`src/rtl/jtkicker_romslot.sv`:
```
// jtkicker_romslot: byte-wide ROM slot responder with a one-word cache, filled over an SDRAM req/ack/rdy handshake
module jtkicker_romslot #(
    parameter int          AW     = 13,
    parameter logic [21:0] OFFSET = 22'h0,
    parameter int          SWAB   = 0
) (
    input  logic          clk,
    input  logic          rst,
    input  logic          slot_cs,
    input  logic [AW-1:0] slot_addr,
    output logic [7:0]    slot_dout,
    output logic          slot_ok,
    output logic [21:0]   sdram_addr,
    output logic          sdram_req,
    input  logic          sdram_ack,
    input  logic          sdram_rdy,
    input  logic [15:0]   sdram_din
);
    typedef enum logic [1:0] {IDLE, REQ, WAIT} state_t;

    state_t        state, state_nx;
    logic          valid;
    logic [AW-2:0] tag, req_addr;
    logic [15:0]   word;
    logic          hit, fetch, fill, acked;

    assign hit        = valid && tag == slot_addr[AW-1:1];
    assign slot_ok    = slot_cs && hit;
    assign slot_dout  = (slot_addr[0] ^ (SWAB != 0)) ? word[15:8] : word[7:0];
    assign sdram_addr = OFFSET + 22'(req_addr);

    // next state; an ack and rdy landing together in REQ completes the fill in one step
    always_comb begin
        state_nx = state;
        fetch    = 1'b0;
        fill     = 1'b0;
        acked    = 1'b0;
        case (state)
            IDLE: begin
                fetch    = slot_cs && !hit;
                state_nx = fetch ? REQ : IDLE;
            end
            REQ: begin
                acked    = sdram_ack;
                fill     = sdram_ack && sdram_rdy;
                state_nx = fill ? IDLE : sdram_ack ? WAIT : REQ;
            end
            WAIT: begin
                fill     = sdram_rdy;
                state_nx = fill ? IDLE : WAIT;
            end
            default: state_nx = IDLE;
        endcase
    end

    // state register
    always_ff @(posedge clk or posedge rst) begin
        if (rst) state <= IDLE;
        else     state <= state_nx;
    end

    // request latch and cache fill; reset invalidates so a stray rdy later has nothing to land in
    always_ff @(posedge clk or posedge rst) begin
        if (rst) begin
            valid     <= 1'b0;
            tag       <= '0;
            word      <= '0;
            req_addr  <= '0;
            sdram_req <= 1'b0;
        end else begin
            if (fetch) req_addr <= slot_addr[AW-1:1];
            sdram_req <= fetch ? 1'b1 : acked ? 1'b0 : sdram_req;
            if (fill) begin
                word  <= sdram_din;
                tag   <= req_addr;
                valid <= 1'b1;
            end
        end
    end
endmodule

```
`config.mk`:
```
export PLATFORM = sky130hd
export DESIGN_NAME = jtkicker_romslot
export DESIGN_NICKNAME = d
export VERILOG_FILES = /design/src/rtl/jtkicker_romslot.sv
export SDC_FILE = /design/constraint.sdc
export NUM_CORES = 1
export LEC_CHECK = 0
export BUFFER_PORTS_ARGS = -buffer_cell sky130_fd_sc_hd__clkbuf_2
export CAP_MARGIN = 40
export CORE_AREA = 2 2 64 81
export DETAILED_ROUTE_END_ITERATION = 6
export DIE_AREA = 0 0 66 83
export GPL_TIMING_DRIVEN = 0
export PLACE_DENSITY = 0.83
export SYNTH_ARGS = -nofsm -noshare
export SYNTH_HDL_FRONTEND = slang
export SYNTH_SLANG_ARGS = --single-unit
```
`constraint.sdc`:
```
create_clock -name clk -period 1.7 [get_ports clk]
set_input_delay 0.17 -clock clk [delete_from_list [all_inputs] [get_ports clk]]
set_output_delay 0.17 -clock clk [all_outputs]
set_load 0.1 [all_outputs]
```
Word-level counts from Yosys, hierarchy flattened
Index checks and enable logic that the tools add are counted.
{"block": "classes", "n_eq_ne": 3, "n_mux": 11, "reduce_logical": 7}
{"operator": "== test 12 bit", "count": 1}
{"operator": "2-to-1 mux 8 bit", "count": 1}
{"operator": "2-to-1 mux 2 bit", "count": 3}
{"operator": "case mux 2 bit (3 select lines)", "count": 1}
{"operator": "2-to-1 mux 1 bit", "count": 5}
{"operator": "logical AND 1 bit", "count": 4}
{"operator": "== test 2 x 1 -> 1 bit, second input constant", "count": 1}
{"operator": "== test 2 bit, second input constant", "count": 1}
{"operator": "logical NOT 2 bit", "count": 1}
{"operator": "case mux 1 bit (2 select lines)", "count": 1}
{"operator": "nonzero test 2 bit", "count": 1}
{"operator": "logical NOT 1 bit", "count": 1}
{"block": "totals", "regBits": 44, "input_bits": 34, "out_inout_bits": 32}

Longest topological paths before layout
Gate-level depths: netlist (run 1).
{"block": "logic_depth", "depth_word": 6, "ltp_mapped": 7}

Least setup slack after synthesis (run 1)
No wires, ideal clock.
{"block": "synth_timing", "path_kind": "reg-to-output", "startpoint": "register tag[10]", "endpoint": "output slot_ok", "arrival_time_ns": 1.649, "t_required_ns": 1.530, "slack_ns": -0.119, "path_stages_with_launch": 5, "n_path_buf": 0, "cell_sequence": "dfrtp_1 xnor2_1 nand3_1 nor4_1 and2_1"}
{"block": "synth_via", "elab_chain_cells": 3}
{"element": "from (decl)", "line_no": "23", "text": "logic [AW-2:0] tag, req_addr;"}
{"element": "from (signal assigned)", "line_no": "75", "text": "tag <= req_addr;"}
{"element": "== test 12 bit", "line_no": "27", "text": "assign hit = valid && tag == slot_addr[AW-1:1];"}
{"element": "logical AND 1 bit", "line_no": "27"}
{"element": "logical AND 1 bit", "line_no": "28", "text": "assign slot_ok = slot_cs && hit;"}
{"element": "to (decl)", "line_no": "12", "text": "output logic slot_ok,"}
No other way between the ends.

Final worst setup path (run 1)
{"block": "layout_timing", "startpoint": "register tag[5]", "endpoint": "output slot_ok"}
The elaborated chain is that of the path after synthesis.

==> results.sh, run 1 <==
export IMPL_grt_max_degree=28
export IMPL_clockBufferDepth=2
export IMPL_hold_viol=0
export IMPL_fin_crit_sh_pct=108
export IMPL_synth_warnings=0
export IMPL_design_core_area_mm2=0.00469
export IMPL_cts_sinks=44
export IMPL_final_util_pct=60.6
export IMPL_drc=0
export IMPL_clock_skew_ps=9.54
export IMPL_die_height_um=83
export IMPL_antenna_left=0
export IMPL_outcome="complete, but fails checks"
export IMPL_grtUsageTotal_pct=15.7
export IMPL_place_gp_congestion=0.713
export IMPL_seq_area_frac_synth_pct=53.7
export IMPL_hp_class="in2reg"
export IMPL_setup_violations=13
export IMPL_insertion_delay_ps=290
export IMPL_grt_pass1_vias=1479
export IMPL_antenna_found_initial=0
export IMPL_syn_area_mm2=0.00205
export IMPL_layout_drive_gt1_share_pct=66.8
export IMPL_wire_per_inst_um=13.9
export IMPL_min_from="sdram_rdy"
export IMPL_firstDrtPassIters=3
export IMPL_rr_startpoint="tag[5]"
export IMPL_synth_area_per_cell_um2=13.8
export IMPL_reg2reg_slack_ps=-110
export IMPL_n_antenna_cell=0
export IMPL_violations="setup timing"
export IMPL_drtIter0Drc=26
export IMPL_area_growth_pct=38.7
export IMPL_critical_path_class="reg2out"
export IMPL_worstPathArrival_ps=1670
export IMPL_syn_inst=149
export IMPL_tightest_slew_ps=551
export IMPL_critPathMaxFanout=2
export IMPL_maxCapViolCount=0
export IMPL_start_util_pct=43.7
export IMPL_relSlewSlack_pct=63.4
export IMPL_holdPathStages=2
export IMPL_reg2regPathDepth=5
export IMPL_end_kind="primary output"
export IMPL_num_rows=28
export IMPL_io_pins=66
export IMPL_cts_root_buffer="clkbuf_8"
export IMPL_via_per_inst=4.70
export IMPL_dp_hpwl_mm=2.90
export IMPL_rsz0062_at_grt="yes"
export IMPL_finalWirelength_mm=4.03
export IMPL_die_w_um=66
export IMPL_min_period_ps=1840
export IMPL_fillers=396
export IMPL_overflow=0
export IMPL_fin_tns_setup_ps=-1260
export IMPL_ys_ff_latch=44
export IMPL_worstReg2RegEnd="req_addr[2]"
export IMPL_placedCellCount=273
export IMPL_cts_tree="done"
export IMPL_grt_pass1_wl_mm=6.73
export IMPL_cts_htree_levels=2
export IMPL_nets=266
export IMPL_fin_cells=289
export IMPL_synth_cell_types=21
export IMPL_max_freq_mhz=542
export IMPL_crit_path_start_kind="flop"
export IMPL_worst_ep_required_time_ps=1530
export IMPL_portBuffers=54
export IMPL_finalMaxSlewViolations=0
export IMPL_fin_ws_ps=-143
export IMPL_hold_path_end="state[1]"
export IMPL_vias=1358
export IMPL_die_area_mm2=0.00548
export IMPL_numCtsBuffers=5
export IMPL_clk_pin_slew_ps=80
cells by family after synthesis:
kind of cell,share of synthesized area (%)
buffers and inverters,5.61
other,0.183
muxes,26.4
and+or+nand+nor,4.76
adders and majority gates,2.44
xor gates and xnor gates,5.13
DFF,53.7
AOI/OAI and AO/OA,1.83
metal layers:
metal	wire (um)	track usage, %	up-vias
li1	-	-	650
met1	1490	18.2	651
met2	2140	27.0	50
met3	350	5.69	7
met4	38	3.90	0
met5	0	0	-
worst max-delay path by stage:
stage	from	end	slack [ps]	depth (start not counted)
6_report	tag[5]	slot_ok	-140	5
4_1_cts	tag[9]	slot_ok	-150	5
5_1_grt	tag[1]	slot_ok	-250	5
2_1_floorplan	tag[5]	req_addr[0]	-90	5
3_3_place_gp	tag[10]	req_addr[3]	-300	5
3_5_place_dp	tag[10]	req_addr[3]	-370	5
state kept, by name, summed over array words and instances (netlist names):
signal     count
sdram_req      1
tag           12
word          16
valid          1
req_addr      12
state          2
layout by cell type (no fill, tap or decap), drive strengths merged:
cell type    synthesis  final
nand2                6      6
nor2                 1      1
a21oi                2      2
nor4                 1      1
clkbuf               2     61
bufinv               0      1
conb                 1     10
clkinv               0      1
dfrtp               44     44
inv                  3      3
buf                 13     22
or2                  1      1
o41ai                1      1
nand2b               1      1
ha                   4      4
mux2                48     48
nand3                2      2
xnor2               12     12
nand4                4      4
nor3                 1      1
and2                 2      2
dlygate4sd3          0      1
Yosys cell counts:
library cell | n | area share (%)
o41ai_4 | 1 | 1.3
nand3_1 | 2 | 0.49
and2_1 | 2 | 0.61
nor3_1 | 1 | 0.24
dfrtp_1 | 44 | 54
or2_2 | 1 | 0.31
nand2_1 | 6 | 1.1
nor2_1 | 1 | 0.18
conb_1 | 1 | 0.18
a21oi_1 | 2 | 0.49
mux2_2 | 48 | 26
buf_2 | 2 | 0.49
inv_1 | 3 | 0.55
buf_4 | 10 | 3.7
nand4_1 | 4 | 1.2
nor4_1 | 1 | 0.31
xnor2_1 | 12 | 5.1
ha_1 | 4 | 2.4
buf_6 | 1 | 0.55
clkbuf_1 | 2 | 0.37
nand2b_1 | 1 | 0.31
critical path, cell delays in order (launching register included):
cell	delay, ps
dfrtp_1	410
xnor2_2	200
nand4_1	150
nor4_2	250
and2_4	190
clkbuf_16	190
timing repair:
action,4_1_cts,5_1_grt
hold buffers,1,0
buffers inserted,3,3
resized for setup,35,10
cloned,1,0
pin swaps,4,4
hold endpoints to repair,17,0
endpoints found under the setup margin,35,41
cell type report:
type / count / area [um2] / area share [%]
tap: 60 / 75.1 / 2.64
clock inverter: 2 / 35.0 / 1.23
clock buffer: 6 / 72.6 / 2.55
buffer: 15 / 129 / 4.53
multi-input combinational: 96 / 1030 / 36.1
inverter: 3 / 11.3 / 0.396
sequential: 44 / 1100 / 38.7
timing repair buffer: 63 / 393 / 13.8
through the flow:
stage / setup WS, ps / hold WS (ps) / cell area, um2
floorplan: -86.0 / 243 / 2090
global placement: -301 / 358 / 2430
detailed placement: -366 / 163 / 2450
CTS: -150 / 50.5 / 2780
global route: -250 / 52.6 / 2850
finish: -143 / 60.0 / 2850
Power of run 1 is left out: the tool's default activity adds up to more than one toggle a clock period on the data nets, which glitch-free logic cannot reach.
==> run 2: changes to the inputs <==
Settings changed: PLACE_DENSITY 0.83 to 0.73.
==> results.sh, run 2 (synthesis results as in run 1) <==
export IMPL_die_w_um=66
export IMPL_fin_cells=287
export IMPL_crit_path_start_kind="flop"
export IMPL_top_register="word"
export IMPL_antenna_found_initial=0
export IMPL_antenna_left=0
export IMPL_insertion_delay_ps=290
export IMPL_finalMaxSlewViolations=0
export IMPL_clockBufferDepth=2
export IMPL_clock_skew_ps=9.17
export IMPL_nets=264
export IMPL_min_period_ps=1810
export IMPL_cts_tree="done"
export IMPL_drtIter0Drc=54
export IMPL_finalWirelength_mm=4.06
export IMPL_wire_per_inst_um=14.1
export IMPL_outcome="complete, but fails checks"
export IMPL_critical_path_class="reg2out"
export IMPL_end_kind="primary output"
export IMPL_maxCapViolCount=0
export IMPL_io_pins=66
export IMPL_start_util_pct=43.7
export IMPL_portBuffers=54
export IMPL_area_growth_pct=37.9
export IMPL_clk_pin_slew_ps=80
export IMPL_place_gp_congestion=0.789
export IMPL_reg_top3="word x16, req_addr x12, tag x12"
export IMPL_rsz0062_at_grt="yes"
export IMPL_fin_ws_ps=-115
export IMPL_cts_root_buffer="clkbuf_8"
export IMPL_grtUsageTotal_pct=15.8
export IMPL_layout_drive_gt1_share_pct=67.4
export IMPL_num_rows=28
export IMPL_layout_common_cells="53 x clkbuf_2, 44 x dfrtp_1, 38 x mux2_2"
export IMPL_hp_class="in2reg"
export IMPL_design_core_area_mm2=0.00469
export IMPL_dp_hpwl_mm=2.86
export IMPL_grt_max_degree=25
export IMPL_fin_crit_sh_pct=107
export IMPL_cts_sinks=44
export IMPL_grt_pass1_wl_mm=6.62
export IMPL_tightest_slew_ps=549
export IMPL_violations="setup timing"
export IMPL_overflow=0
export IMPL_reg2reg_slack_ps=-110
export IMPL_worst_ep_required_time_ps=1530
export IMPL_worstPathArrival_ps=1640
export IMPL_largest_register_ffs=16
export IMPL_critPathMaxFanout=2
export IMPL_vias=1359
export IMPL_die_area_mm2=0.00548
export IMPL_grt_pass1_vias=1448
export IMPL_setup_violations=13
export IMPL_hold_viol=0
export IMPL_relSlewSlack_pct=63.6
export IMPL_layout_commonest_cell="clkbuf_2"
export IMPL_n_antenna_cell=0
export IMPL_via_per_inst=4.74
export IMPL_numCtsBuffers=5
export IMPL_firstDrtPassIters=4
export IMPL_placedCellCount=273
export IMPL_max_freq_mhz=551
export IMPL_cts_htree_levels=2
export IMPL_drc=0
export IMPL_die_height_um=83
[run 2: cell types whose count changed in the layout (fill, tap and decap cells not counted), sizes merged]
cell	delta
clkinv	-1
clkbuf	+2
bufinv	-1
buf	-3
clkinvlp	+1
[run 2: metrics by stage]
stage	utilization (%)	hold WS (ps)	area [um2]	setup TNS, ps	worst slack (ps)
final	60.3	70.2	2830	-1160	-115
after floorplan	-	243	2090	-688	-86.0
after global placement	51.8	364	2430	-11960	-341
after detailed placement	52.3	193	2450	-6790	-344
after global routing	60.3	59.8	2830	-2310	-279
after CTS	57.7	45.8	2710	-1710	-145
[run 2: critical path, cell delays in order (launching register included)]
cell,delay [ps]
dfrtp_1,410
xnor2_2,200
nand4_1,140
nor4_2,240
and2_4,190
clkbuf_16,190
[run 2: what timing repair did]
| action | in CTS | in global routing |
|---|---|---|
| cloned | 0 | 1 |
| endpoints found under the setup margin | 35 | 43 |
| endpoints found under the hold margin | 20 | 0 |
| hold buffers | 1 | 0 |
| buffers inserted | 3 | 1 |
| pin swaps | 2 | 2 |
| resized for setup | 21 | 22 |
[run 2: path summary, 6_finish.rpt]
kind | from | to | depth (start not counted)
worst max-delay path | tag[1] | slot_ok | 5
worst min-delay path | sdram_rdy | state[1] | 2
worst max register to register | tag[0] | req_addr[2] | 5
worst min register to register | sdram_req | sdram_req | 2
max in group asynchronous | rst | req_addr[11] | 4
min in group asynchronous | rst | word[0] | 3
[run 2: final cells by class]
type / instances / area [um2]
multi-input cells: 96 / 1030
flip-flops and latches: 44 / 1100
fillers: 396 / 1870
clock inverters: 1 / 7.51
well taps: 60 / 75.1
inverters: 3 / 11.3
plain buffers: 15 / 129
repair buffers: 61 / 388
clock buffers: 7 / 86.3
[run 2: routing by layer]
layer / global-route usage, % / part of all wire (%) / vias up
li1: - / - / 645
met1: 18.1 / 42 / 660
met2: 27.4 / 51 / 49
met3: 5.56 / 6.6 / 5
met4: 4.45 / 1.2 / 0
met5: 0 / 0 / -
Power of run 2 is left out for the same reason.
